===== config.mk =====
export PLATFORM = sky130hd
export DESIGN_NAME = fwd_ctrl
export DESIGN_NICKNAME = d
export VERILOG_FILES = /design/src/rtl/fwd_ctrl.sv
export SDC_FILE = /design/constraint.sdc
export NUM_CORES = 1
export LEC_CHECK = 0
export ABC_CLOCK_PERIOD_IN_PS = 2700
export BUFFER_PORTS_ARGS = -buffer_cell sky130_fd_sc_hd__buf_2
export CORE_AREA = 2 2 66 84
export DETAILED_ROUTE_END_ITERATION = 10
export DIE_AREA = 0 0 68 86
export PLACE_DENSITY = 0.55
export SLEW_MARGIN = 15
export SYNTH_ARGS = -nofsm -noshare
export SYNTH_HDL_FRONTEND = slang
export SYNTH_SLANG_ARGS = --single-unit

===== constraint.sdc =====
create_clock -name clk -period 2.7 [get_ports clk]
set_clock_uncertainty 0.05 [all_clocks]
set_input_delay 0.27 -clock clk [delete_from_list [all_inputs] [get_ports clk]]
set_output_delay 0.27 -clock clk [all_outputs]
set_load 0.05 [all_outputs]

===== src/rtl/fwd_ctrl.sv =====
// Forwarding and load-use controller for a 5-stage pipeline.
// Tracks the destination tags of the MEM and WB instructions. From them it
// drives the ALU operand mux selects, flags load-use hazards, and counts
// forwarding cycles.
module fwd_ctrl #(
  parameter int REG_ADDR_W = 5,
  parameter int CNT_W      = 16
) (
  input  logic                  clk,
  input  logic                  arst,
  input  logic                  en,
  input  logic                  flush,
  input  logic [REG_ADDR_W-1:0] ex_rd,
  input  logic                  ex_reg_write,
  input  logic                  ex_mem_read,
  input  logic [REG_ADDR_W-1:0] ex_rs1,
  input  logic [REG_ADDR_W-1:0] ex_rs2,
  input  logic [REG_ADDR_W-1:0] id_rs1,
  input  logic [REG_ADDR_W-1:0] id_rs2,
  output logic [1:0]            sel_a,
  output logic [1:0]            sel_b,
  output logic                  stall,
  output logic [CNT_W-1:0]      fwd_cnt
);

  localparam logic [1:0] SEL_RF  = 2'b00;
  localparam logic [1:0] SEL_MEM = 2'b01;
  localparam logic [1:0] SEL_WB  = 2'b10;

  logic [REG_ADDR_W-1:0] mem_rd;
  logic                  mem_wr;
  logic [REG_ADDR_W-1:0] wb_rd;
  logic                  wb_wr;
  logic                  fwd_any;

  // MEM holds the newer value, so it wins over WB; r0 is hardwired and never forwards
  function automatic logic [1:0] fwd_sel(
    input logic [REG_ADDR_W-1:0] rs,
    input logic [REG_ADDR_W-1:0] m_rd,
    input logic                  m_wr,
    input logic [REG_ADDR_W-1:0] w_rd,
    input logic                  w_wr
  );
    if (m_wr && (m_rd != '0) && (m_rd == rs)) begin
      return SEL_MEM;
    end
    if (w_wr && (w_rd != '0) && (w_rd == rs)) begin
      return SEL_WB;
    end
    return SEL_RF;
  endfunction

  // Saturating increment: sticks at all-ones instead of wrapping
  function automatic logic [CNT_W-1:0] sat_inc(input logic [CNT_W-1:0] v);
    if (&v) begin
      return v;
    end
    return v + 1'b1;
  endfunction

  // Operand selects, load-use detection and the "any forwarding" event
  always_comb begin
    sel_a   = fwd_sel(ex_rs1, mem_rd, mem_wr, wb_rd, wb_wr);
    sel_b   = fwd_sel(ex_rs2, mem_rd, mem_wr, wb_rd, wb_wr);
    fwd_any = (sel_a != SEL_RF) || (sel_b != SEL_RF);
    stall   = ex_mem_read && ex_reg_write && (ex_rd != '0) &&
              ((ex_rd == id_rs1) || (ex_rd == id_rs2));
  end

  // Stage tags: a flush turns the MEM slot into a bubble even while stalled;
  // WB only advances when the pipeline advances
  always_ff @(posedge clk or posedge arst) begin
    if (arst) begin
      mem_rd <= '0;
      mem_wr <= 1'b0;
      wb_rd  <= '0;
      wb_wr  <= 1'b0;
    end else begin
      if (en) begin
        wb_rd <= mem_rd;
        wb_wr <= mem_wr;
      end
      if (flush) begin
        mem_wr <= 1'b0;
      end else if (en) begin
        mem_rd <= ex_rd;
        mem_wr <= ex_reg_write;
      end
    end
  end

  // Forwarding-event counter: one count per advancing cycle with any forward
  always_ff @(posedge clk or posedge arst) begin
    if (arst) begin
      fwd_cnt <= '0;
    end else if (en && fwd_any) begin
      fwd_cnt <= sat_inc(fwd_cnt);
    end
  end

endmodule


======== Word level (Yosys, flattened, before mapping) ========
Index checks and enable logic that the tools add are counted.
word-level totals
  flip-flop bits (word level) ............. 28
  input port bits ......................... 31
  output and inout bits ................... 21
  word-level logic and storage cells ...... 54
cells by class
  add/subtract/negate cells ............... 1
  eq/ne operators ......................... 7
  muxes and demuxes ....................... 19
  bitwise operators ....................... 1
  reductions and logical operators ........ 21
operators by type and width
  operator               number
  $eq 5x5->1             6
  $add 16x1->16 const B  1
  $mux 16                1
  $mux 2                 8
  $reduce_and 16->1      1
  $reduce_bool 5->1      3
  $logic_and 1x1->1      10
  $mux 1                 10
  $reduce_bool 2->1      3
  $reduce_and 2->1       2
  $logic_or 1x1->1       2
  $ne 2x2->1 const B     1
  $not 1->1              1

======== Depth between registers and ports, before layout ========
Gate-level depths: netlist (run 1).
  word-level depth ........................ 13
  depth in mapped cells ................... 10
  gate-level depth less buffers ........... 8

======== Worst setup path before layout (run 1) ========
No wires, ideal clock.
  path kind ............................... register -> output
  start point ............................. reg mem_rd[1]
  end point ............................... out sel_a[1]
  arrival ................................. 2.995 ns
  required time ........................... 2.380 ns
  path slack .............................. -0.615 ns
  stages on the path, launching flop included .. 5
  path buffers ............................ 0
  path through ............................ dfrtp_1 -> xnor2_1 -> nand3_1 -> nor4_1 -> nor3b_1
on the way
  word-level cells in the longest chain between the ends .. 5
  elaborated cells on any way between the ends .. 6
  classes of those cells .................. eq/ne: 1; mux: 2; reduce/logical: 3
RTL lines
  element                   line  text
  start: declaration        30    logic [REG_ADDR_W-1:0] mem_rd;
  start signal: assignment  86    mem_rd <= ex_rd;
  $reduce_bool 5->1         44    if (m_wr && (m_rd != '0) && (m_rd == rs)) begin
  $logic_and 1x1->1         44
  $logic_and 1x1->1 (*)     44
  $mux 1 (*)                44
  $mux 2 (*)                47    if (w_wr && (w_rd != '0) && (w_rd == rs)) begin
  end: declaration          20    output logic [1:0] sel_a,
Mark *: on every way between the ends. The rest lies on a longest branch, timed or not.

======== Worst setup path in the final report (run 1) ========
  start point ............................. reg mem_rd[2]
  end point ............................... out sel_b[1]
on the way
  word-level cells in the longest chain between the ends .. 5
  elaborated cells on any way between the ends .. 6
  classes of those cells .................. eq/ne: 1; mux: 2; reduce/logical: 3
RTL lines
  element                line  text
  $reduce_bool 5->1      44
  $logic_and 1x1->1      44
  $logic_and 1x1->1 (*)  44
  $mux 1 (*)             44
  $mux 2 (*)             47
  end: declaration       21    output logic [1:0] sel_b,
Marked as above.

==> results of run 1 <==
-- metrics by stage --
stage	total power, W	hold WS, ns
6_report	0.00105	-0.00137
5_1_grt	0.00111	0.0392
4_1_cts	0.00107	0.0130
3_5_place_dp	0.000809	0.312
3_3_place_gp	0.000802	0.307
2_1_floorplan	0.000713	0.285
-- routing by layer --
| metal | global-route usage | vias to the layer above |
|---|---|---|
| met5 | 0 | - |
| met4 | 0.0418 | 0 |
| met3 | 0.0105 | 2 |
| met2 | 0.225 | 49 |
| met1 | 0.180 | 634 |
| li1 | - | 658 |
-- cells in the mapped netlist (2+ instances only) --
library cell	instances
and3_1	3
and4_1	2
buf_6	2
dfrtp_1	28
inv_1	3
mux2_1	2
mux2_2	12
nand2_1	6
nand3_1	12
nand4_1	4
nor2_1	5
nor3_1	9
nor3b_1	2
nor4_1	2
o21ai_2	2
or3_1	2
or4_1	3
xnor2_1	25
xor2_1	18
-- worst reg2reg max path, stage by stage (launching register included) --
cell     delay (ns)
dfrtp_1        0.42
ha_1           0.23
and2_1         0.18
nand3_2        0.08
nor3_1         0.05
or3_1          0.37
o22ai_2        0.41
mux2_2         0.39
-- registers in the layout (all words and copies together), names as in the netlist --
register  count
fwd_cnt      16
mem_rd        5
mem_wr        1
wb_rd         5
wb_wr         1
-- cells by family after synthesis --
family / after synthesis
AO/OA/AOI/OAI: 7
flip-flops: 28
AND/OR/NAND/NOR: 56
multiplexers: 15
buffers and inverters: 6
adder cells (fa/ha/maj): 1
XOR/XNOR: 43
-- final cells by class --
type / instances / share of cell area
repair buffers: 54 / 0.132
inverters: 3 / 0.00533
multi-input cells: 122 / 0.468
clock buffers: 4 / 0.0261
well taps: 62 / 0.0368
flip-flops and latches: 28 / 0.332
-- worst min path at each step --
stage	from	cells past startpoint	end
floorplan	arst	1	fwd_cnt[0]
global placement	arst	3	fwd_cnt[2]
detailed placement	arst	3	mem_rd[4]
CTS	arst	3	wb_wr
global route	arst	3	fwd_cnt[2]
finish	arst	3	mem_rd[4]
-- power breakdown --
group,switching [W],total [W],leakage [nW],internal [W]
Combinational,0.000154,0.000277,0.572,0.000123
Sequential,0.0000597,0.000520,0.366,0.000460
Clock,0.000123,0.000253,0.0288,0.000130
Total,0.000337,0.00105,0.966,0.000713
==> metrics.md, run 1 <==
| Metric | Value |
|---|---|
| CTS buffer count | `3` |
| Cell family with most CP delay | `simple AND/OR/NAND/NOR gates` |
| Unrepaired setup endpoints after global routing | `false` |
| Fin. Hold Viols | `6` |
| Reg2Reg Capture Point | `fwd_cnt[1]` |
| Max rail drop VDD | `0.000263 V` |
| Compound-gate portion of the synthesized area | `0.0382` |
| Leakage Power | `around 0.97 nW` |
| Total grt overflow | `0` |
| Largest net degree at the start of global routing | `29` |
| Commonest cells after routing, fill and taps aside | `buf_2 (51), dfrtp_1 (28), xnor2_1 (25)` |
| Post-CTS Hold Buffers | `0` |
| Cts repair resizes | `0` |
| Seq/Total Area, Yosys | `0.411` |
| Post-synth EDFFs | `0` |
| H-tree levels | `1` |
| Critical path arrival | `roughly 2.1 ns` |
| Slowest cell delay on critical path | `0.56 ns` |
| Post-synth top area share | `0.411` |
| Initial Util | `0.341` |
| IO Port Bufs | `51` |
| Via count | `about 1,300` |
| Overall routed net length | `around 3900 um` |
| Sequential cell area | `about 700 sq um` |
| DIE HEIGHT | `86 um` |
| Final Wtd Congestion | `0.746` |
| Slew margin rel. | `0.683` |
| HP Class | `in -> async` |
| Area grow syn2layout | `23.8%` |
| Die X | `slightly below 70 um` |
| CTS root buf | `clkbuf_8` |
| Multiplexer area fraction after synthesis | `0.0983` |
| Slew @ Worst Pin | `between 0.4 and 0.5 ns` |
| Critical Path Start Type | `flop` |
| Total I/O pin count | `52` |
| CP Capture Type | `primary output` |
| CP cell instances | `or4_1, o21ai_2, nor4_2, nor3b_2, buf_2` |
| Global-route wire length before repair | `roughly 6100 um` |
| Fin crit period | `~2.5 ns` |
| Fin Setup TNS | `0 ns` |
| DR iter-0 viols | `21` |
| Util after Layout | `0.422` |
| Area of the core | `approximately 5000 sq um` |
| Clock sinks | `28` |
| WP data required | `2.38 ns` |
| Max layer used | `met4` |
| Mapped Nets | `188` |
| Gate count after technology mapping | `between 150 and 200` |
| DR WL/cell | `14.3 um` |
| Area leader, netlist | `dfrtp_1` |
| Final setup fails | `0` |
| Synth Flop Type | `dfrtp_1` |
| Post-CTS Repair Setup Buffers | `0` |
| Final period util | `0.908` |
| FF+latch count, synth | `28` |
| R2R depth | `7` |
| Status | `finished, violations left` |
| Gr usage total | `0.134` |
| Dpl ws | `0.404 ns` |
| Vias in the first global route | `1,272` |
| Syn_area_per_cell | `10.9 sq um` |
| Clock Latency Late Sink | `0.27 ns` |
| Met3 wirelength from detailed routing | `between 200 and 300 um` |
| Worst setup path start | `mem_rd[2]` |
| Max Slew Vio Count | `0` |
| Nets | `between 200 and 250` |
| DP Cell Count | `approximately 270` |
| Failing checks | `negative hold slack` |
| Synth warn | `0` |
| PnR worst setup slack | `approximately 0.25 ns` |
| Ant diodes | `0` |
| Post-DP Area | `2060 sq um` |
| Fillers | `between 500 and 600` |
| Power Density | `498 nW/um^2` |
| CTS tree | `yes` |
| MaxCap Viol Count | `0` |
| Via density | `~5` |
| Max frequency | `between 0.4 and 0.5 GHz` |
| Clk buf depth | `2` |
| Routed Antenna Nets | `0` |
| Async S/R FF share, synth | `1.00` |
| Post-Synth XOR/XNOR Area | `0.221` |
| Critical Path End | `sel_b[1]` |
| Synth Area in Simple Gates | `0.202` |
| Drt pass-1 iters | `4` |
| Synth area leaders | `dfrtp_1 (41%), xnor2_1 (13%), xor2_1 (9.2%), mux2_2 (7.9%), nand3_1 (3.5%)` |
| WS Path Type | `reg -> out` |
| Met2 wire len | `between 1500 and 2000 um` |
| WP buf/inv | `1` |
| R2R Path Start | `fwd_cnt[0]` |
| Critical Path Slowest Stage Cell | `or4_1` |
| Layout cell share with drive strength beyond 1 | `0.389` |
| DRC Markers | `0` |
| Largest family of logic cells by synthesized area | `XOR/XNOR gates` |
| Syn Std Cell Area | `about 1700 sq um` |
| CP Max Fanout | `5` |
| Final Cell Area | `roughly 2100 sq um` |
| Clock transition at the registers of the reported paths | `0.09 ns` |
| Initial antenna violation count | `0` |
| Critical Path Stages | `5` |
| Row count | `29` |
| R2R Setup Slk | `~0.42 ns` |
| DP Wirelength | `3030 um` |
| Hold_ws | `-0.00137 ns` |
| Die area | `roughly 5800 sq um` |
| Most common cell after layout, fill and taps aside | `buf_2` |
| Multi-input gate area | `approximately 990 sq um` |
| Cell Count, Final, Fillers Out | `roughly 270` |
| Yosys cell types | `33` |
| Wl on met1 | `~1800 um` |
| Post-Synth Adder-Cell Area | `0.00734` |
Note: power is estimated with default switching activity, not from simulation.
==> run 2, diff against run 1 <==
- CELL_PAD_IN_SITES_DETAIL_PLACEMENT: default -> 0
- CELL_PAD_IN_SITES_GLOBAL_PLACEMENT: default -> 2
- CORE_AREA: 2 2 66 84 -> 2 2 70 88
- DIE_AREA: 0 0 68 86 -> 0 0 72 90
- PLACE_DENSITY: 0.55 -> 0.75
==> run 2 against run 1 <==
Net effect: the flow now finishes without violations; design area down 0.12%; combinational power down 2%; utilization down 5.2 points; critical path type unchanged; highest routed layer unchanged.
==> metrics.md, run 2 (synthesized netlist as in run 1, its figures left out) <==
| Metric | Value |
|---|---|
| CTS root buf | `clkbuf_8` |
| R2R Setup Slk | `0.43 ns (about the same)` |
| Critical Path Start Type | `flop` |
| CP Max Fanout | `5 (unchanged)` |
| Overall routed net length | `3900 um (-0.51%)` |
| Area grow syn2layout | `23.6%` |
| Die X | `72 um (+5.9%)` |
| WP buf/inv | `1 (unchanged)` |
| Clock transition at the registers of the reported paths | `0.09 ns (about the same)` |
| Power Density | `493 nW/um^2 (-0.87%)` |
| Clock Latency Late Sink | `0.27 ns (about the same)` |
| Initial antenna violation count | `0 (unchanged)` |
| Fin Setup TNS | `0 ns (unchanged)` |
| MaxCap Viol Count | `0 (unchanged)` |
| Initial Util | `0.299 (-0.0415)` |
| Reg2Reg Capture Point | `fwd_cnt[1]` |
| DRC Markers | `0 (unchanged)` |
| Unrepaired setup endpoints after global routing | `false` |
| CTS tree | `yes` |
| Leakage Power | `0.962 nW (-0.50%)` |
| R2R Path Start | `fwd_cnt[0]` |
| Total grt overflow | `0 (unchanged)` |
| Vias in the first global route | `1,388 (+9.1%)` |
| Cts repair resizes | `0 (unchanged)` |
| Slew @ Worst Pin | `0.468 ns (-0.00784 ns)` |
| Fin crit period | `2.40 ns (-0.0561 ns)` |
| Die area | `6480 sq um (+11%)` |
| Max Slew Vio Count | `0 (unchanged)` |
| Clock sinks | `28 (unchanged)` |
| HP Class | `in -> async` |
| Commonest cells after routing, fill and taps aside | `buf_2 (51), dfrtp_1 (28), xnor2_1 (25)` |
| Via count | `1,343 (unchanged)` |
| Biggest register | `fwd_cnt` |
| Max frequency | `0.417 GHz (+2.3%)` |
| Critical path arrival | `2.08 ns (-0.05 ns)` |
| Post-CTS Repair Setup Buffers | `0 (unchanged)` |
| CP cell instances | `or4_1, o21ai_2, nor4_2, nor3b_2, buf_2` |
| Slowest cell delay on critical path | `0.54 ns (-0.02 ns)` |
| Largest net degree at the start of global routing | `29 (unchanged)` |
| DR iter-0 viols | `24 (+14%)` |
| Ant diodes | `0 (unchanged)` |
| Via density | `4.87 (-1.1%)` |
| DP Wirelength | `3090 um (+1.7%)` |
| Largest regs | `fwd_cnt x16, mem_rd x5, wb_rd x5` |
| Critical Path Slowest Stage Cell | `or4_1` |
| Area of the core | `5700 sq um (+14%)` |
| Routed Antenna Nets | `0 (unchanged)` |
| Gr usage total | `0.128 (-0.00557)` |
| CTS buffer count | `3 (unchanged)` |
| DIE HEIGHT | `90 um (+4.7%)` |
| Most common cell after layout, fill and taps aside | `buf_2` |
| Largest register FFs | `16 (unchanged)` |
| Clk buf depth | `2 (unchanged)` |
| WS Path Type | `reg -> out` |
| Max rail drop VDD | `0.000305 V (+16%)` |
| CP Capture Type | `primary output` |
| Total Power | `0.00104 W (-0.99%)` |
| H-tree levels | `1 (unchanged)` |
| Post-CTS Hold Buffers | `0 (unchanged)` |
| Final period util | `0.888 (-0.0208)` |
| Final setup fails | `0 (unchanged)` |
| Total I/O pin count | `52 (unchanged)` |
| WP data required | `2.38 ns (about the same)` |
| IO Port Bufs | `51 (unchanged)` |
| Final Cell Area | `2110 sq um (-0.12%)` |
| Cell family with most CP delay | `simple AND/OR/NAND/NOR gates` |
| Row count | `31 (+6.9%)` |
| Nets | `243 (-0.41%)` |
| Slew margin rel. | `0.688 (+0.00522)` |
| Final Wtd Congestion | `0.839 (+12%)` |
| Layout cell share with drive strength beyond 1 | `0.386 (-0.00291)` |
| Fin. Hold Viols | `0 (-6)` |
| Post-DP Area | `2050 sq um (-0.12%)` |
| Status | `completed` |
| R2R depth | `7 (unchanged)` |
| Global-route wire length before repair | `6740 um (+11%)` |
| DR WL/cell | `14.1 um (-1.6%)` |
| Util after Layout | `0.370 (-0.0518)` |
| Drt pass-1 iters | `4 (unchanged)` |
==> run 2: cell types whose count changed in the layout (fill, tap and decap cells not counted), sizes merged <==
cell,before,now
buf,54,53
==> run 2: report_power, final <==
group	internal, W	switching (W)
logic	0.000119	0.000153
registers	0.000460	0.0000566
clock network	0.000130	0.000121
total	0.000709	0.000331
==> run 2: final cells by class <==
cell class / instances / area [sq um]
clock buffer: 4 / 55.1
fill: 574 / 3590
inverter: 3 / 11.3
multi-input combinational: 122 / 988
sequential: 28 / 701
tap: 66 / 82.6
timing repair buffer: 53 / 270
==> run 2: worst reg2reg max path, cell delays in order, from the launching register on <==
cell and delay, ns:
dfrtp_1 0.43, ha_1 0.22, and2_1 0.18, nand3_2 0.08
nor3_1 0.06, or3_1 0.37, o22ai_2 0.41, mux2_2 0.38
==> run 2: how the worst max path moves through the flow <==
stage / startpoint / end / slack, ns / cells past startpoint
5_1_grt: mem_rd[2] / sel_a[1] / 0.16 / 5
4_1_cts: mem_rd[3] / sel_a[1] / 0.28 / 5
3_3_place_gp: fwd_cnt[0] / fwd_cnt[1] / 0.47 / 7
6_report: mem_rd[3] / sel_a[1] / 0.30 / 5
2_1_floorplan: mem_rd[1] / sel_a[1] / 0.26 / 4
3_5_place_dp: fwd_cnt[0] / fwd_cnt[1] / 0.42 / 7
==> run 2: layer usage <==
layer  part of all wire  up-vias  wire length (um)  track usage
met5                  0        -                 0            0
met4              0.021        0                83       0.0472
met3              0.037        8               146       0.0157
met2               0.46       32              1810        0.202
met1               0.48      641              1860        0.179
li1                   -      662                 -            -
==> run 2: stage by stage <==
stage / cells / hold WS [ns] / setup WS, ns
6_report: 276 / 0.00461 / 0.304
3_5_place_dp: 272 / 0.315 / 0.423
3_3_place_gp: 272 / 0.309 / 0.468
5_1_grt: 276 / 0.0399 / 0.156
2_1_floorplan: 156 / 0.285 / 0.265
4_1_cts: 276 / 0.0123 / 0.283
